$ cat src/rtl/game_physics_ctrl.sv
// Frame-rate game engine: bird physics, pipe scrolling, hole placement, scoring, collision and
// the IDLE/PLAY/DEAD flow. All outputs are registered; frame updates happen on the v_sync rising edge.
module game_physics_ctrl #(
    parameter int BIRD_X      = 100,
    parameter int BIRD_SZ     = 8,
    parameter int BIRD_Y0     = 236,
    parameter int FLOOR_Y     = 472,
    parameter int PIPE_W      = 40,
    parameter int HOLE_H      = 100,
    parameter int HOLE_MIN    = 40,
    parameter int PIPE_SPAWN  = 640,
    parameter int PIPE_SPEED  = 2,
    parameter int GRAVITY     = 1,
    parameter int FLAP_VEL    = 6,
    parameter int MAX_FALL    = 8,
    parameter int DEAD_FRAMES = 30
) (
    input  logic       clk,
    input  logic       rst_n,
    input  logic       v_sync,
    input  logic       button,
    output logic [8:0] bird_pos,
    output logic [8:0] hole_pos,
    output logic [9:0] pipe_pos,
    output logic [7:0] score,
    output logic [1:0] state
);

    typedef enum logic [1:0] {
        IDLE = 2'b00,
        PLAY = 2'b01,
        DEAD = 2'b10
    } state_t;

    localparam int DCW = $clog2(DEAD_FRAMES + 1);

    localparam logic signed [5:0] VEL_FLAP = 6'(-FLAP_VEL);
    localparam logic signed [5:0] VEL_GRAV = 6'(GRAVITY);
    localparam logic signed [5:0] VEL_MAX  = 6'(MAX_FALL);
    localparam logic [11:0]       BX       = 12'(BIRD_X);
    localparam logic [11:0]       BSZ      = 12'(BIRD_SZ);
    localparam logic [11:0]       PW       = 12'(PIPE_W);
    localparam logic [11:0]       HH       = 12'(HOLE_H);
    localparam logic [9:0]        SPAWN    = 10'(PIPE_SPAWN);
    localparam logic [9:0]        SPEED    = 10'(PIPE_SPEED);
    localparam logic [8:0]        Y0       = 9'(BIRD_Y0);
    localparam logic [8:0]        YF       = 9'(FLOOR_Y);
    localparam logic [8:0]        HMIN     = 9'(HOLE_MIN);
    localparam logic [8:0]        HOLE_RST = 9'd190;
    localparam logic [DCW-1:0]    DC_MAX   = DCW'(DEAD_FRAMES);
    localparam logic [DCW-1:0]    DC_ONE   = DCW'(1);

    state_t            st;
    logic signed [5:0] vel;
    logic              flap_pend;
    logic              passed;
    logic [DCW-1:0]    dead_cnt;
    logic [7:0]        lfsr;
    logic              vs_q;
    logic              btn_q;

    logic              tick;
    logic              btn_rise;
    logic              lfsr_fb;

    assign tick     = v_sync & ~vs_q;
    assign btn_rise = button & ~btn_q;
    assign lfsr_fb  = lfsr[7] ^ lfsr[5] ^ lfsr[4] ^ lfsr[3];
    assign state    = st;

    // Next-frame candidates for PLAY; only committed on a tick.
    logic              flap;
    logic signed [5:0] vel_inc;
    logic signed [5:0] vel_n;
    logic [10:0]       by_raw;
    logic              floor_hit;
    logic [8:0]        by_c;
    logic              respawn;
    logic [9:0]        pipe_n;
    logic [8:0]        hole_n;
    logic              passed_n;
    logic [11:0]       pipe12;
    logic [11:0]       by12;
    logic [11:0]       hole12;
    logic              pass_now;
    logic              x_ovl;
    logic              hit;
    logic              die;

    // NOTE: every signal gets a value on every path through this block, otherwise a latch is inferred.
    always_comb begin
        flap      = flap_pend | btn_rise;
        vel_inc   = vel + VEL_GRAV;
        vel_n     = flap ? VEL_FLAP : ((vel_inc > VEL_MAX) ? VEL_MAX : vel_inc);

        // by_raw is two's complement: bit 10 set means the bird went above row 0.
        by_raw    = {2'b00, bird_pos} + {{5{vel_n[5]}}, vel_n};
        floor_hit = !by_raw[10] && (by_raw[9:0] >= {1'b0, YF});
        if (by_raw[10])     by_c = '0;
        else if (floor_hit) by_c = YF;
        else                by_c = by_raw[8:0];

        respawn   = (pipe_pos <= SPEED);
        pipe_n    = respawn ? SPAWN : (pipe_pos - SPEED);
        hole_n    = respawn ? (HMIN + {1'b0, lfsr}) : hole_pos;
        passed_n  = respawn ? 1'b0 : passed;

        pipe12    = {2'b00, pipe_n};
        by12      = {3'b000, by_c};
        hole12    = {3'b000, hole_n};
        pass_now  = !passed_n && (pipe12 + PW <= BX);
        x_ovl     = (pipe12 < BX + BSZ) && (pipe12 + PW > BX);
        hit       = x_ovl && ((by12 < hole12) || (by12 + BSZ > hole12 + HH));
        die       = hit | floor_hit;
    end

    // NOTE: state registers use non-blocking assignments so every read sees the pre-edge value.
    always_ff @(posedge clk or negedge rst_n) begin
        if (!rst_n) begin
            st        <= IDLE;
            bird_pos  <= Y0;
            hole_pos  <= HOLE_RST;
            pipe_pos  <= SPAWN;
            score     <= '0;
            vel       <= '0;
            flap_pend <= 1'b0;
            passed    <= 1'b0;
            dead_cnt  <= '0;
            lfsr      <= 8'h01;
            vs_q      <= 1'b0;
            btn_q     <= 1'b0;
        end else begin
            vs_q  <= v_sync;
            btn_q <= button;
            lfsr  <= {lfsr[6:0], lfsr_fb};

            case (st)
                IDLE: begin
                    if (btn_rise) begin
                        st        <= PLAY;
                        score     <= '0;
                        flap_pend <= 1'b1;
                    end
                end

                PLAY: begin
                    if (tick) begin
                        flap_pend <= 1'b0;
                        vel       <= vel_n;
                        bird_pos  <= by_c;
                        pipe_pos  <= pipe_n;
                        hole_pos  <= hole_n;
                        passed    <= passed_n | pass_now;
                        if (die) begin
                            st       <= DEAD;
                            dead_cnt <= '0;
                        end else if (pass_now && score != 8'hFF) begin
                            score <= score + 8'd1;
                        end
                    end else if (btn_rise) begin
                        flap_pend <= 1'b1;
                    end
                end

                DEAD: begin
                    flap_pend <= 1'b0;
                    if (btn_rise && dead_cnt == DC_MAX) begin
                        st       <= IDLE;
                        bird_pos <= Y0;
                        pipe_pos <= SPAWN;
                        hole_pos <= HOLE_RST;
                        vel      <= '0;
                        passed   <= 1'b0;
                    end else if (tick && dead_cnt != DC_MAX) begin
                        dead_cnt <= dead_cnt + DC_ONE;
                    end
                end

                default: st <= IDLE;
            endcase
        end
    end

endmodule

$ cat config.mk
export PLATFORM = sky130hd
export DESIGN_NAME = game_physics_ctrl
export DESIGN_NICKNAME = d
export VERILOG_FILES = /design/src/rtl/game_physics_ctrl.sv
export SDC_FILE = /design/constraint.sdc
export NUM_CORES = 1
export LEC_CHECK = 0
export BUFFER_PORTS_ARGS = -buffer_cell sky130_fd_sc_hd__clkbuf_2
export CAP_MARGIN = 10
export CORE_ASPECT_RATIO = 0.7
export CORE_MARGIN = 3
export CORE_UTILIZATION = 61
export DETAILED_ROUTE_END_ITERATION = 8
export PLACE_DENSITY = 0.82
export SLEW_MARGIN = 10
export SYNTH_ARGS = -nofsm -noshare
export SYNTH_HDL_FRONTEND = slang
export SYNTH_SLANG_ARGS = --single-unit
$ cat constraint.sdc
create_clock -name clk -period 9.3 [get_ports clk]
set_clock_uncertainty 0.1 [all_clocks]
set_input_delay 2.325 -clock clk [delete_from_list [all_inputs] [get_ports clk]]
set_output_delay 2.325 -clock clk [all_outputs]
set_load 0.01 [all_outputs]
==> impl_metrics.json <==
{
  "path_class": "input pin to flop",
  "grt_start_max_net_pins": 62,
  "antenna_found_initial": 0,
  "synth_seq_cells": 61,
  "powerDensity_mw_per_mm2": 416.8,
  "ys_seq_area_share_pct": 33.31,
  "worstPathRequired_ps": 9490,
  "timing.fmax_ghz": 0.1184,
  "maxCapViolations": 0,
  "vias": 4268,
  "worstPathArrival_ps": 8630,
  "io_pins": 42,
  "start_kind": "input pin",
  "cts_tree": "done",
  "cts_htree_levels": 3,
  "clock_path_buffers": 2,
  "die_y_microns": 78.94,
  "fillers": 542,
  "drt-initial-drc-count": 326,
  "clock_latency_ps": 360,
  "synth_top_area_cell": "dfrtp_1",
  "vdd.ir_drop.worst_mv": 0.2193,
  "dieArea_sq_mm": 0.008698,
  "holdWs_ps": 292.0,
  "yosysWarnings": 0,
  "postCtsHoldBufs": 0,
  "first_pass_iters": 5,
  "synth_edf_count": 0,
  "clkSinkCount": 61,
  "synthArstFlopShare_pct": 100.0,
  "worst_slew_pin_slew_ps": 774.7,
  "core.rowCount": 25,
  "cp_max_fo": 16,
  "synth_area_leaders": "dfrtp_1 25%, ha_1 11%, dfstp_2 7.9%",
  "avgSynthCellArea_sq_um": 8.847,
  "cts_resized": 0,
  "fin_setup_tns_ps": 0,
  "wl_mm": 11.48,
  "netlist_top_cells_count": "47 x dfrtp_1, 42 x ha_1, 41 x nor2_1",
  "io_buffers": 41,
  "grt_pass1_vias": 3892,
  "drc": 0,
  "synth_cell_types": 70,
  "grt_pass1_wl_mm": 19.20,
  "initial_core_util_pct": 65.58,
  "wl_per_cell_microns": 17.42,
  "min_period_over_period_pct": 90.79,
  "end_kind": "flop",
  "clk_pin_slew_ps": 70,
  "synthCells": 524,
  "placed_cell_area_sq_mm": 0.004900,
  "timing.slew.headroom_pct": 47.95,
  "ant_nets": 0,
  "drv_slew": 0,
  "worstHoldPathType": "flop to flop",
  "worst_slack_ps": 856.6,
  "finalHoldViolations": 0,
  "layout_min_cycle_time_ps": 8443,
  "drive_gt1_share_pct": 16.64,
  "syn_nets": 571,
  "cts_buffers": 9,
  "rsz0062_at_grt": "false",
  "final_cell_area_sq_mm": 0.005110,
  "yosysMostFrequentCell": "dfrtp_1",
  "placeableCoreArea_sq_mm": 0.007069,
  "syn2layout_area_growth_pct": 10.23,
  "gp_congestion": 0.9750,
  "outcome": "complete, no violations",
  "overflow": 0,
  "netlist.area_leader.share_pct": 25.37,
  "p_leak_nw": 2.308,
  "post_cts_buffers": 0,
  "cts_root_buf": "clkbuf_8",
  "nets": 607,
  "die_w_microns": 110.2,
  "vias_per_cell": 6.476,
  "synth_flop_cell": "dfrtp_1",
  "syn_area_sq_mm": 0.004636,
  "post-dp-hpwl_mm": 8.350,
  "diodes": 0,
  "globalRouteTotalUtil_pct": 28.01,
  "place_ws_ps": 696.8,
  "setup_viol": 0
}
## sequential cells by signal, summed over array words and instances, names as in the netlist, 2 cells and up
register	flops
state	2
lfsr	8
vel	6
pipe_pos	10
bird_pos	9
dead_cnt	5
score	8
hole_pos	9
## metrics by stage
step,utilization (%),power (mW),std cells
floorplan,-,1.516,524
global placement,69.31,1.791,643
detailed placement,69.31,1.836,643
CTS,72.28,2.102,659
global route,72.28,2.300,659
finish,72.28,2.130,659
## cell type report
cell class	count	area [sq um]	area share, %
multi-input combinational	414	2898	56.71
sequential	61	1544	30.22
timing repair buffer	44	227.7	4.456
clock buffer	12	165.2	3.232
tap	94	117.6	2.302
inverter	30	112.6	2.204
clock inverter	4	45.04	0.8815
## layer usage
layer,wire [microns],up-vias,GRT usage [%],share of wire [%]
li1,-,2003,-,-
met1,5346,2012,41.97,47
met2,4902,237,40.50,43
met3,1110,16,6.580,9.7
met4,123,0,7.257,1.1
met5,0,-,0,0
## cell usage in the layout (no fill, tap or decap), drive strengths merged, types with 4 or more instances in the layout
master	Yosys	final
nand2	39	39
o31ai	4	4
o41ai	4	4
nor3	13	13
nor2	41	41
ha	42	42
dfstp	14	14
xnor2	16	16
o21ai	41	41
o22ai	4	4
a31oi	7	7
or3	4	4
a21o	7	7
nor4	4	4
mux2i	7	7
nor2b	8	8
and2	4	4
a211oi	4	4
inv	30	30
and3	9	9
nand2b	7	7
a22o	7	7
o211ai	5	5
xor2	18	18
nand3	20	20
clkbuf	12	53
o22a	4	4
dfrtp	47	47
nand4	10	10
a41oi	4	4
a221oi	4	4
a21oi	39	39
## logic make-up after synthesis
kind of cell / Yosys count / synth area share, %
buf+inv: 49 / 4.291
mux: 10 / 2.240
compound gates: 157 / 23.45
simple gates: 169 / 18.43
flops: 61 / 33.31
fa+ha+maj: 43 / 11.77
other cells: 1 / 0.08089
xor+xnor: 34 / 6.424
## final timing paths
kind,startpoint,to,slack [ps],depth (start not counted)
hold / removal,lfsr[1],lfsr[2],290,0
max in group asynchronous,rst_n,lfsr[3],6570,2
min in group asynchronous,rst_n,vel[3],2020,2
setup / recovery,button,score[7],860,27
setup reg to reg,vel[0],score[7],2040,30
hold reg to reg,lfsr[1],lfsr[2],290,0
## worst max-delay path, cell delays in order
cell and delay (ps):
clkbuf_2 100, nor2b_1 170, nor2_1 250, nand2_1 170
nor2_1 120, ha_1 190, inv_1 60, fa_1 400
nand2b_1 190, a21oi_2 230, nor4_1 100, or3_1 440
a41o_1 250, a22oi_2 520, a21oi_1 250, ha_1 290
xor2_1 170, ha_1 330, and3_1 220, a221oi_1 320
a21oi_1 110, a211oi_1 250, o22ai_1 140, nand3_2 170
nand4_1 210, or4_1 550, nand4_1 100
## power by group
part,leakage [nW],internal (mW),switching [mW]
sequential,0.779,0.328,0.0867
combinational,1.42,0.565,0.898
clock,0.112,0.144,0.107
Note: power is estimated with default switching activity, not from simulation.
